### src/rtl/sprite_controller.sv
// sprite_controller: player sprite position from four push-buttons.
// Buttons pass through a 2-flop synchroniser and a down-counting debouncer
// that uses a terminal-count compare. Position changes at most once per frame,
// on frameTick, so a frame never shows a partly moved sprite.
// Define SPRITE_WRAP_EN to make the sprite wrap at the edges; by default it is
// clamped to the visible area.
//
// state  | meaning
// -------+------------------------------------------------------------
// IDLE   | no debounced button held; frameTick ignored
// ARMED  | at least one button held; waiting for frameTick
// UPDATE | one cycle; load new position from direction latched at tick
module sprite_controller #(
  parameter int START_X         = 320,
  parameter int START_Y         = 400,
  parameter int STEP            = 4,
  parameter int SPRITE_W        = 32,
  parameter int SPRITE_H        = 32,
  parameter int H_ACTIVE        = 640,
  parameter int V_ACTIVE        = 480,
  parameter int DEBOUNCE_CYCLES = 250000
) (
  input  logic       clk,
  input  logic       rst,
  input  logic       btnLeft,
  input  logic       btnRight,
  input  logic       btnUp,
  input  logic       btnDown,
  input  logic       frameTick,
  output logic [9:0] posX,
  output logic [9:0] posY,
  output logic       moving
);

  localparam int CW = (DEBOUNCE_CYCLES > 1) ? $clog2(DEBOUNCE_CYCLES) : 1;
  localparam logic [CW-1:0] DB_LOAD = CW'(DEBOUNCE_CYCLES - 1);
  localparam logic [9:0] XMAX = 10'(H_ACTIVE - SPRITE_W);
  localparam logic [9:0] YMAX = 10'(V_ACTIVE - SPRITE_H);
  localparam logic signed [10:0] STEP_S = 11'(STEP);

  typedef enum logic [1:0] {
    S_IDLE   = 2'd0,
    S_ARMED  = 2'd1,
    S_UPDATE = 2'd2
  } state_t;

  // bit order: 0 left, 1 right, 2 up, 3 down
  logic [3:0]    btn_raw;
  logic [3:0]    sync1_q, sync2_q, deb_q;
  logic [CW-1:0] cnt_q [4];

  state_t     state_q, state_d;
  logic [9:0] posx_q, posx_d, posy_q, posy_d;
  logic       moving_q, moving_d;
  logic [3:0] dir_q, dir_d;
  logic       any_btn;
  logic [9:0] new_x, new_y;

  assign btn_raw = {btnDown, btnUp, btnRight, btnLeft};
  assign any_btn = |deb_q;

  // Per-axis move with clamp (or wrap) against the visible area.
  function automatic logic [9:0] step_axis(input logic [9:0] pos, input logic inc,
                                           input logic dec, input logic [9:0] maxv);
    logic signed [10:0] p;
    logic signed [10:0] cand;
    logic signed [10:0] max_s;
    p     = $signed({1'b0, pos});
    max_s = $signed({1'b0, maxv});
    if (inc && !dec)      cand = p + STEP_S;
    else if (dec && !inc) cand = p - STEP_S;
    else                  cand = p;
`ifdef SPRITE_WRAP_EN
    if (cand < 0)          step_axis = maxv;
    else if (cand > max_s) step_axis = '0;
    else                   step_axis = cand[9:0];
`else
    if (cand < 0)          step_axis = '0;
    else if (cand > max_s) step_axis = maxv;
    else                   step_axis = cand[9:0];
`endif
  endfunction

  // Synchronise raw buttons, then accept a change only after it has been
  // stable for DEBOUNCE_CYCLES cycles; the counter loads on any agreement and
  // counts down while the synchronised value differs.
  always_ff @(posedge clk) begin
    if (rst) begin
      sync1_q <= '0;
      sync2_q <= '0;
      deb_q   <= '0;
      for (int i = 0; i < 4; i++) cnt_q[i] <= DB_LOAD;
    end else begin
      sync1_q <= btn_raw;
      sync2_q <= sync1_q;
      for (int i = 0; i < 4; i++) begin
        if (sync2_q[i] == deb_q[i]) begin
          cnt_q[i] <= DB_LOAD;
        end else if (cnt_q[i] == '0) begin
          deb_q[i] <= sync2_q[i];
          cnt_q[i] <= DB_LOAD;
        end else begin
          cnt_q[i] <= cnt_q[i] - 1'b1;
        end
      end
    end
  end

  assign new_x = step_axis(posx_q, dir_q[1], dir_q[0], XMAX);
  assign new_y = step_axis(posy_q, dir_q[3], dir_q[2], YMAX);

  // Next-state and datapath loads for the frame-update FSM.
  always_comb begin
    state_d  = state_q;
    posx_d   = posx_q;
    posy_d   = posy_q;
    moving_d = moving_q;
    dir_d    = dir_q;
    case (state_q)
      S_IDLE: begin
        moving_d = 1'b0;
        if (any_btn) state_d = S_ARMED;
      end
      S_ARMED: begin
        if (frameTick) begin
          state_d = S_UPDATE;
          dir_d   = deb_q;
        end else if (!any_btn) begin
          state_d  = S_IDLE;
          moving_d = 1'b0;
        end
      end
      S_UPDATE: begin
        posx_d   = new_x;
        posy_d   = new_y;
        moving_d = (new_x != posx_q) || (new_y != posy_q);
        state_d  = any_btn ? S_ARMED : S_IDLE;
      end
      default: state_d = S_IDLE;
    endcase
  end

  // State and output registers; reset overrides a pending update.
  always_ff @(posedge clk) begin
    if (rst) begin
      state_q  <= S_IDLE;
      posx_q   <= 10'(START_X);
      posy_q   <= 10'(START_Y);
      moving_q <= 1'b0;
      dir_q    <= '0;
    end else begin
      state_q  <= state_d;
      posx_q   <= posx_d;
      posy_q   <= posy_d;
      moving_q <= moving_d;
      dir_q    <= dir_d;
    end
  end

  assign posX   = posx_q;
  assign posY   = posy_q;
  assign moving = moving_q;

endmodule

### config.mk
export PLATFORM = sky130hd
export DESIGN_NAME = sprite_controller
export DESIGN_NICKNAME = d
export VERILOG_FILES = /design/src/rtl/sprite_controller.sv
export SDC_FILE = /design/constraint.sdc
export NUM_CORES = 1
export LEC_CHECK = 0
export BUFFER_PORTS_ARGS = -buffer_cell sky130_fd_sc_hd__buf_2
export CAP_MARGIN = 20
export CORE_AREA = 4 4 151 153
export CTS_CLUSTER_SIZE = 40
export DETAILED_ROUTE_END_ITERATION = 10
export DIE_AREA = 0 0 155 157
export GPL_TIMING_DRIVEN = 0
export PLACE_DENSITY = 0.43
export SLEW_MARGIN = 20
export SYNTH_ARGS = -nofsm -noshare
export SYNTH_HDL_FRONTEND = slang
export SYNTH_SLANG_ARGS = --single-unit
export TNS_END_PERCENT = 100
### constraint.sdc
create_clock -name clk -period 3.2 [get_ports clk]
set_clock_uncertainty 0.05 [all_clocks]
set_input_delay 0.64 -clock clk [delete_from_list [all_inputs] [get_ports clk]]
set_output_delay 0.64 -clock clk [all_outputs]
set_load 0.02 [all_outputs]
# [Word-level counts from Yosys, hierarchy flattened]
# Memories as Yosys holds them, arrays and structs flattened.
# Cells that the tools add are included.
# Widths: inputs -> output; s select.
[word_totals] ff_bits=39 mem_bits_rw=72 output_inout_bits=21 elab_cells=149 mem_count=1
[mem_list] name="cnt_q" words=4 word_bits=18 rd=4 rd_ports_with_merged_regs=0 write_ports=4 line="50" rtl="logic [CW-1:0] cnt_q [4];"
[classes] addsub=8 order_cmp=4 eq_ne=12 n_mux=74 bitwise_logic=16 n_reduce_logical=23
[op_table] op="$mux 18" count=12
[op_table] op="$logic_not 18->1" count=4
[op_table] op="$sub 18x1->18 const B" count=4
[op_table] op="$mux 1" count=49
[op_table] op="$mux 11" count=4
[op_table] op="$mux 10" count=4
[op_table] op="$add 10x3->11 const B" count=2
[op_table] op="$lt 11x1->1 const B" count=2
[op_table] op="$sub 10x3->11 const B" count=2
[op_table] op="$ne 10x10->1" count=2
[op_table] op="$or 1x1->1" count=12
[op_table] op="$reduce_and 2->1" count=6
[op_table] op="$gt 11x10->1 const B" count=1
[op_table] op="$gt 11x11->1 const B" count=1
[op_table] op="$mux 2" count=3
[op_table] op="$ne 2x2->1 const B" count=3
[op_table] op="$pmux 2 s3" count=1
[op_table] op="$eq 1x1->1" count=4
[op_table] op="$logic_and 1x1->1" count=4
[op_table] op="$logic_not 1->1" count=4
[op_table] op="$not 1->1" count=4
[op_table] op="$reduce_or 4->1" count=1
[op_table] op="$ne 3x3->1 const B" count=1
[op_table] op="$pmux 1 s3" count=1
[op_table] op="other kinds (6)" count=6

# [Depth between registers and ports, before layout]
# Gate-level depths: netlist (run 1).
[depth] ltp_word=10 depth_mapped=12

# [Least setup slack after synthesis (run 1)]
# OpenSTA, ideal clock, no wires.
[synth_path] kind="reg-to-reg" from="reg posx_q[3] (netlist: posX[3])" to="reg moving_q (netlist: moving)" setup_time_ns=0.138 t_arrival_ns=2.840 slack_ns=0.172 stages_incl_launch_ff=12 path_buffers=1 path_cell_list="dfxtp_1 clkbuf_1 inv_1 ha_1 and3b_1 a2111oi_0 o211ai_1 a222oi_1 o21a_1 nand2_1 a2111oi_0 a31oi_1"
[synth_between] elab_chain_cells=9 word_cells_on_any_way=11
[synth_rtl] element="from (decl)" line="53" rtl="logic [9:0] posx_q, posx_d, posy_q, posy_d;"
[synth_rtl] element="from (signal assigned)" line="147" rtl="posx_q <= 10'(START_X);"
[synth_rtl] element="from (signal assigned)" line="153" rtl="posx_q <= posx_d;"
[synth_rtl] element="$sub 10x3->11" line="71" rtl="else if (dec && !inc) cand = p - STEP_S;"
[synth_rtl] element="$mux 11" line="71"
[synth_rtl] element="$mux 11" line="70" rtl="if (inc && !dec) cand = p + STEP_S;"
[synth_rtl] element="$gt 11x11->1" line="79" rtl="else if (cand > max_s) step_axis = maxv;"
[synth_rtl] element="$mux 10" line="79"
[synth_rtl] element="$mux 10" line="78" rtl="if (cand < 0) step_axis = '0;"
[synth_rtl] element="$ne 10x10->1 (*)" line="136" rtl="moving_d = (new_x != posx_q) || (new_y != posy_q);"
[synth_rtl] element="$logic_or 1x1->1 (*)" line="136"
[synth_rtl] element="$pmux 1 s3 (*)" line="119" rtl="case (state_q)"
[synth_rtl] element="to (signal assigned)" line="155" rtl="moving_q <= moving_d;"
[synth_rtl] element="to (decl)" line="54" rtl="logic moving_q, moving_d;"
# Mark *: on every way between the ends. The rest lies on a longest branch, timed or not.
# A chain may end at the register's enable or synchronous reset.

==> impl_metrics.ini, run 1 <==
[critical_path]
critical_path_arrival_ns = 3.11
critPathLaunchType = flop
cp-startpoint = cnt_q[1][0]$_SDFFCE_PN1P_
reg2reg_slack_ns = 0.14
timing.rr.end = cnt_q[1][13]$_SDFFCE_PN0P_
regToRegStartpoint = cnt_q[1][0]$_SDFFCE_PN1P_
crit_path_end_kind = flop
required_ns = 3.25
critPathKind = flop to flop
cp-endpoint = cnt_q[1][13]$_SDFFCE_PN0P_
critPathMaxFanout = 8
ff2ff_path_depth = 9

[sta]
max_freq_mhz = 327
layout_setup_ws_ns = 0.138
period_share_pct = 95.7
drv_slew = 0
hold_viol = 0
max_slew_margin_pct = 49.7
finalSetupViolCount = 0
hold_slack_ns = 0.391
grt_setup_unrepaired = no
tightest_slew_ns = 0.754
fin_crit_ns = 3.06

[power_and_ir_drop]
cellPowerDensity_nw_per_um2 = 394
p_leak_nw = 2.66
peakVddDrop_mv = 0.227

[hold_path]
hp-class = flop to flop

[synth]
async_reset_ff_share_pct = 0
ys_ff_latch = 111
netlist_instances = 659
yosysWarnings = 0
synth-edff-count = 72
synth_top_area_share_pct = 34.2
netlist_area_um2 = 6330
synthFlopType = edfxtp_1
synth_area_leader_cell = edfxtp_1
ys_seq_area_share_pct = 46.5
synth.area.top_cells = edfxtp_1 34%, dfxtp_1 12%, xnor2_1 5.8%
synth_area_per_cell_um2 = 9.60
synthDistinctLibCells = 78

[floorplanning]
die_area_um2 = 24300
rows = 54
start_util_pct = 29.4
die_w_um = 155
ioPinCount = 28
die_h_um = 157
core-area_um2 = 21600

[global_routing]
grt-ovfl-total = 0
grt_pass1_vias = 4769
grt_usage_pct = 12.0
grt_pass1_wl_um = 23800
antenna_found_initial = 0
grt_max_degree = 19

[placed_design]
port_buffers = 27
dp_hpwl_um = 10400
place_ws_ns = -0.159
dp_cells = 1037
placed_area_um2 = 7080
place.gp.congestion = 0.823

[routing]
drt-pass1-iter-count = 5
drcViolationCount = 0
vias = 4994
routedWlPerCell_um = 13.4
drt_iter0_markers = 288
ant_nets = 0
totalWireLength_um = 14200
viasPerCell = 4.74

[clocking]
clock-sinks = 111
clock-root-buffer = clkbuf_16
cts_tree = built
ctsHtreeMaxLevel = 3
clock_latency_ns = 0.35
clk_pin_slew_ns = 0.08
cts-buffers-inserted = 9
clockBufferDepth = 2

[layout]
diodes = 0
multi_input_area_um2 = 3440
fill_cells = 2238
instances_no_fill = 1054
ff_latch_area_um2 = 2950
fin_area_um2 = 7450
syn_to_final_growth_pct = 17.7
drive_gt1_share_pct = 10.7
final_nets = 784

[run_status]
status = finished, final reports clean

[run]
cap_viol_max_count = 0
[placed cells by master (no fill, tap or decap), types with 14 or more instances in the layout]
cell,count
nor2_1,89
xnor2_1,42
edfxtp_1,72
nor3_1,28
a21oi_1,25
dfxtp_1,37
xor2_1,24
o21ai_0,15
nand3_1,14
or3_1,15
buf_2,30
nand2_1,70
and2_1,15
conb_1,72
inv_1,17
[registers in the layout (all words and copies together) (netlist names)]
signal and cells:
posY 10, state_q 2, sync2_q 4, dir_q 4, sync1_q 4, deb_q 4
cnt_q 72, moving 1, posX 10
[report_power, final]
group | internal, mW | total (mW) | switching, mW
sequential | 1.55 | 1.57 | 0.0231
clock | 0.713 | 1.26 | 0.550
combinational | 0.0371 | 0.102 | 0.0648
[area by class of cell]
class,count,share of cell area [%]
Sequential cell,111,39.5
Inverter,17,0.857
Clock buffer,10,3.21
Buffer,26,2.37
Clock inverter,6,1.24
Timing Repair Buffer,28,1.91
Multi-Input combinational cell,576,46.2
Tap cell,280,4.70
[metal layers]
metal  vias up  part of all wire [%]  GRT usage [%]  routed length, µm
met4         0                   1.9           4.42                275
met3        20                   3.3           1.79                472
met2        95                    46           19.8               6500
met5         -                     0              0                  0
li1       2514                     -              -                  -
met1      2365                    49           16.2               6910
[through the flow]
stage          TNS (ns)  utilization [%]  total power, mW
6_report              0             34.6             2.93
5_1_grt               0             34.6             3.05
4_1_cts               0             34.4             2.99
3_5_place_dp     -0.250             32.9             1.70
3_3_place_gp     -0.350             32.9             1.70
2_1_floorplan         0                -             1.67
[cells in the mapped netlist (10+ instances only)]
cell      count
a21oi_1      25
and2_1       15
clkbuf_1     13
dfxtp_1      39
edfxtp_1     72
inv_1        17
mux2i_1      10
nand2_1      70
nand2b_1     12
nand3_1      14
nor2_1       89
nor2b_1      12
nor3_1       28
nor4_1       10
o21ai_0      15
or3_1        15
xnor2_1      42
xor2_1       25
[repair_timing]
action / 4_1_cts / 5_1_grt
hold buffers: 0 / 0
setup endpoints to repair: 2 / 20
buffers inserted: 0 / 1
pin swaps: 0 / 2
gates resized for setup: 1 / 11
[cells by family (layout without fill, tap and decap cells)]
kind of cell             count (synthesis)  after routing  synth area share (%)
AND/OR/NAND/NOR                        314            314                  25.5
XOR/XNOR                                68             68                  9.65
AO/OA/AOI/OAI                          103            103                  11.2
other                                    1             72                0.0593
multiplexers                            11             11                  1.82
adder cells (fa/ha/maj)                  8              8                  1.58
flip-flops                             111            111                  46.5
buffers and inverters                   43             87                  3.74
[critical path, stage by stage, from the launching register on]
cell and delay (ns):
edfxtp_1 0.43, inv_1 0.08, ha_1 0.18, nand2_1 0.09, or3_1 0.36, or3_4 0.36
or3b_4 0.41, or4_4 0.51, nand2_1 0.26, nor2_1 0.09
[worst min-delay path by stage]
stage,depth (start not counted),slack [ns],endpoint,startpoint
global route,1,0.42,sync2_q[1]$_SDFF_PP0_,sync1_q[1]$_SDFF_PP0_
detailed placement,1,0.38,sync2_q[1]$_SDFF_PP0_,sync1_q[1]$_SDFF_PP0_
floorplan,1,0.36,sync2_q[0]$_SDFF_PP0_,sync1_q[0]$_SDFF_PP0_
finish,1,0.39,sync2_q[1]$_SDFF_PP0_,sync1_q[1]$_SDFF_PP0_
CTS,1,0.40,sync2_q[1]$_SDFF_PP0_,sync1_q[1]$_SDFF_PP0_
global placement,1,0.37,sync2_q[1]$_SDFF_PP0_,sync1_q[1]$_SDFF_PP0_
(Power assumes the default switching activity.)
==> run 2: changes to the inputs <==
==> constraint.sdc (replaced) <==
create_clock -name clk -period 3.88 [get_ports clk]
set_clock_uncertainty 0.05 [all_clocks]
set_input_delay 0.776 -clock clk [delete_from_list [all_inputs] [get_ports clk]]
set_output_delay 0.776 -clock clk [all_outputs]
set_load 0.02 [all_outputs]
==> run 2 against run 1 <==
Against the previous run:
- cell count hardly changed
- critical path type unchanged
- sequential cell count stayed put
- maximum frequency is 10% lower
- clock power is 17% lower
- non-clock buffer count is 1 lower
- power is 18% lower
- worst hold slack better by 0.0015 ns
- largest cell class unchanged
- via count is 0.24% higher
- largest power group unchanged
- register-to-register slack better by 0.33 ns
- routed wire length is 0.15% lower
- count of clock-buffer cells in the layout stayed put
- core utilization is 0.17 points lower
==> impl_metrics.ini, run 2 (synthesis gave the netlist of run 1 again) <==
[critical_path]
critical_path_arrival_ns = 3.59
critPathLaunchType = flop
crit_family = compound AO/OA/AOI/OAI gates
critPathKind = flop to flop
critPathBufInv = 2
crit_path_end_kind = flop
critPathMaxFanout = 10
worst_path_max_delay_cell = a222oi_1
required_ns = 4.05
slowest_delay_ns = 0.44
cpMostUsedCell = a2111oi_0
crit_chain = clkbuf_1, inv_1, ha_1, and3b_1, a2111oi_0, o211ai_1, a222oi_1, o21a_1, nand2_1, a2111oi_0, a31oi_1

[clocking]
cts_resized = 0
cts_hold_buf = 0
clock-sinks = 111
postCtsSetupBuffers = 0
clock-root-buffer = clkbuf_16
clock_latency_ns = 0.36
clockBufferDepth = 2
cts-buffers-inserted = 9
clk_pin_slew_ns = 0.08
ctsHtreeMaxLevel = 3
cts_tree = built

[floorplanning]
die_area_um2 = 24300
die_h_um = 157
rows = 54
start_util_pct = 29.4
ioPinCount = 28
core-area_um2 = 21600
die_w_um = 155

[power_and_ir_drop]
cellPowerDensity_nw_per_um2 = 326
p_leak_nw = 2.64
peakVddDrop_mv = 0.188

[layout]
drive_gt1_share_pct = 9.70
largest_reg_flops = 72
fill_cells = 2233
final_common_cell = nor2_1
syn_to_final_growth_pct = 17.1
final_cell_mix = 89 x nor2_1, 72 x edfxtp_1, 72 x conb_1
diodes = 0
final_nets = 783
fin_area_um2 = 7410
max_flop_register = cnt_q

[sta]
drv_slew = 0
finalSetupViolCount = 0
layout_setup_ws_ns = 0.464
grt_setup_unrepaired = no
fin_crit_ns = 3.42
max_slew_margin_pct = 51.4
max_freq_mhz = 293
hold_viol = 0
period_share_pct = 88.0
fin_setup_tns_ns = 0
tightest_slew_ns = 0.726

[run]
cap_viol_max_count = 0

[routing]
totalWireLength_um = 14100
viasPerCell = 4.75
drcViolationCount = 0
drt-pass1-iter-count = 6
drt_iter0_markers = 282
vias = 5006
routedWlPerCell_um = 13.4
ant_nets = 0

[placed_design]
place_ws_ns = 0.521
port_buffers = 27
placed_area_um2 = 7080
dp_hpwl_um = 10400
place.gp.congestion = 0.823

[hold_path]
hp-class = flop to flop

[global_routing]
antenna_found_initial = 0
grt_max_degree = 19
grt_pass1_wl_um = 23800
grt_usage_pct = 12.0
grt-ovfl-total = 0
grt_pass1_vias = 4769

[run_status]
status = finished, final reports clean
[run 2: power breakdown]
group	switching (mW)	internal, mW
sequential	0.0190	1.27
combinational	0.0534	0.0306
clock	0.453	0.588
total	0.526	1.89
[run 2: routing by layer]
layer / GRT usage, % / vias up / wire [µm]
li1: - / 2513 / -
met1: 16.2 / 2390 / 7020
met2: 19.8 / 86 / 6480
met3: 1.79 / 17 / 401
met4: 4.42 / 0 / 235
met5: 0 / - / 0
[run 2: worst register-to-register path, delay by kind of cell, from the launching register on]
kind                       cells  cell delay (ns)
AOI/OAI and AO/OA              6             1.74
adders and majority gates      1             0.31
buffers and inverters          2             0.51
DFF                            1             0.41
and+or+nand+nor                2             0.27
[run 2: cell type report]
class / count / area (µm²) / share of cell area, %
timing repair buffer: 27 / 135 / 1.82
sequential: 111 / 2940 / 39.7
multi-input combinational: 576 / 3420 / 46.1
clock buffer: 10 / 239 / 3.22
tap: 280 / 350 / 4.73
buffer: 26 / 173 / 2.33
inverter: 17 / 63.8 / 0.861
clock inverter: 6 / 92.6 / 1.25
[run 2: per-stage QoR]
stage | hold WS [ns] | util (%) | total power, mW | cells
global placement | 0.374 | 32.9 | 1.40 | 1037
CTS | 0.398 | 34.4 | 2.46 | 1053
global route | 0.416 | 34.4 | 2.51 | 1053
finish | 0.393 | 34.4 | 2.42 | 1053
detailed placement | 0.376 | 32.9 | 1.40 | 1037
floorplan | 0.364 | - | 1.38 | 730
[run 2: final timing paths]
check | start | endpoint | cells after the start | slack, ns
worst max register to register | posX[3]$_SDFFE_PP0N_ | moving$_SDFFE_PP0P_ | 11 | 0.46
worst min register to register | sync1_q[1]$_SDFF_PP0_ | sync2_q[1]$_SDFF_PP0_ | 1 | 0.39
worst min-delay path | sync1_q[1]$_SDFF_PP0_ | sync2_q[1]$_SDFF_PP0_ | 1 | 0.39
worst max-delay path | posX[3]$_SDFFE_PP0N_ | moving$_SDFFE_PP0P_ | 11 | 0.46
==> run 3: changes to the inputs <==
--- a/config.mk
+++ b/config.mk
@@ -7,10 +7,10 @@
 export LEC_CHECK = 0
 export BUFFER_PORTS_ARGS = -buffer_cell sky130_fd_sc_hd__buf_2
 export CAP_MARGIN = 20
-export CORE_AREA = 4 4 151 153
+export CORE_AREA = 4 4 168 137
 export CTS_CLUSTER_SIZE = 40
 export DETAILED_ROUTE_END_ITERATION = 10
-export DIE_AREA = 0 0 155 157
+export DIE_AREA = 0 0 172 141
 export GPL_TIMING_DRIVEN = 0
 export PLACE_DENSITY = 0.43
 export SLEW_MARGIN = 20
==> run 3 against run 2 <==
Against the previous run:
- routed wire length decreased by 0.49%
- first-iteration DRC count shrank 11%
- worst setup slack got worse by 0.061 ns
- count of clock-buffer cells in the layout rose by 1
- sequential cell count did not move
- maximum frequency decreased by 1.8%
- cell count shrank 0.47%
- via count shrank 2.2%
- largest cell class unchanged
==> impl_metrics.ini, run 3 (synthesis gave the netlist of run 1 again) <==
[routing]
drt_iter0_markers = 250
viasPerCell = 4.67
routedWlPerCell_um = 13.4
drcViolationCount = 0
ant_nets = 0
vias = 4897
drt-pass1-iter-count = 5
totalWireLength_um = 14100

[critical_path]
slowest_delay_ns = 0.49
critical_path_arrival_ns = 3.64
critPathKind = flop to flop
critPathMaxFanout = 10
crit_family = compound AO/OA/AOI/OAI gates
critPathBufInv = 2
required_ns = 4.04
cp-startpoint = posX[3]$_SDFFE_PP0N_
worst_path_max_delay_cell = a222oi_1
critPathLaunchType = flop
cpMostUsedCell = a2111oi_0
crit_path_end_kind = flop
regToRegStartpoint = posX[3]$_SDFFE_PP0N_
crit_chain = clkbuf_1, inv_1, ha_1, and3b_1, a2111oi_0, o211ai_1, a222oi_1, o21a_1, nand2_1, a2111oi_0, a31oi_1

[placed_design]
place_ws_ns = 0.429
dp_hpwl_um = 10300
port_buffers = 27
placed_area_um2 = 7070
place.gp.congestion = 0.829

[clocking]
clock-root-buffer = clkbuf_16
cts_tree = built
postCtsSetupBuffers = 0
clk_pin_slew_ns = 0.07
clock_latency_ns = 0.36
ctsHtreeMaxLevel = 3
cts_resized = 0
clock-sinks = 111
cts-buffers-inserted = 9
clockBufferDepth = 2
cts_hold_buf = 0

[global_routing]
grt_pass1_wl_um = 23300
grt_usage_pct = 11.9
grt_max_degree = 19
antenna_found_initial = 0
grt_pass1_vias = 4644
grt-ovfl-total = 0

[sta]
max_freq_mhz = 288
finalSetupViolCount = 0
grt_setup_unrepaired = no
period_share_pct = 89.6
hold_viol = 0
max_slew_margin_pct = 51.5
fin_crit_ns = 3.48
tightest_slew_ns = 0.725
drv_slew = 0
fin_setup_tns_ns = 0
layout_setup_ws_ns = 0.403

[layout]
largest_reg_flops = 72
diodes = 0
fin_area_um2 = 7390
final_cell_mix = 89 x nor2_1, 72 x edfxtp_1, 72 x conb_1
final_common_cell = nor2_1
drive_gt1_share_pct = 9.70
syn_to_final_growth_pct = 16.7
final_nets = 783
max_flop_register = cnt_q
fill_cells = 2251

[power_and_ir_drop]
cellPowerDensity_nw_per_um2 = 322
p_seq_share_pct = 54.4
p_switching_uw = 530
peakVddDrop_mv = 0.186
comb_power_share_pct = 3.5
p_int_mw = 1.85
p_leak_nw = 2.64
p_clk_share_pct = 42.1
switching_share_pct = 22.3

[hold_path]
worstHoldStart = sync1_q[1]$_SDFF_PP0_
hp-class = flop to flop

[floorplanning]
die_h_um = 141
start_util_pct = 29.6
ioPinCount = 28
rows = 48
die_area_um2 = 24300
core-area_um2 = 21400
die_w_um = 172

[run_status]
status = finished, final reports clean

[run]
cap_viol_max_count = 0
run 3: changes by cell type in the layout (fill, tap and decap cells not counted):
cell,delta
bufinv_16,-1
clkbuf_8,+1
clkinv_2,+1
clkinvlp_4,-2
inv_6,+1
run 3: final cells by class:
| cell class | count | area (µm²) | share of cell area [%] |
|---|---|---|---|
| clock buffer | 11 | 253 | 3.42 |
| buffer | 26 | 173 | 2.34 |
| timing repair buffer | 27 | 135 | 1.83 |
| clock inverter | 5 | 61.3 | 0.830 |
| inverter | 17 | 63.8 | 0.864 |
| sequential | 111 | 2940 | 39.8 |
| multi-input combinational | 576 | 3420 | 46.2 |
| tap | 275 | 344 | 4.66 |
run 3: worst paths after layout:
path | endpoint | slack (ns) | depth (start not counted)
max reg2reg | moving$_SDFFE_PP0P_ | 0.40 | 11
min reg2reg | sync2_q[1]$_SDFF_PP0_ | 0.39 | 1
min | sync2_q[1]$_SDFF_PP0_ | 0.39 | 1
max | moving$_SDFFE_PP0P_ | 0.40 | 11
run 3: metal layers:
layer / global-route usage (%) / share of wire [%]
met3: 3.14 / 4.5
met5: 0 / 0
met4: 2.36 / 0.86
met1: 17.1 / 51
met2: 18.2 / 44
run 3: stage by stage:
| step | cells | utilization [%] | hold slack (ns) | power, mW |
|---|---|---|---|---|
| after floorplan | 730 | - | 0.364 | 1.38 |
| after global placement | 1032 | 33.1 | 0.373 | 1.40 |
| after detailed placement | 1032 | 33.1 | 0.372 | 1.40 |
| after CTS | 1048 | 34.6 | 0.391 | 2.42 |
| after global routing | 1048 | 34.6 | 0.408 | 2.49 |
| final | 1048 | 34.6 | 0.387 | 2.38 |
run 3: power groups by stage:
stage	clock network, mW	logic, mW	registers, mW
6_report	1.00	0.0826	1.29
4_1_cts	1.04	0.0823	1.29
3_5_place_dp	0	0.0816	1.32
2_1_floorplan	0	0.0588	1.32
5_1_grt	1.09	0.0955	1.30
3_3_place_gp	0	0.0820	1.32
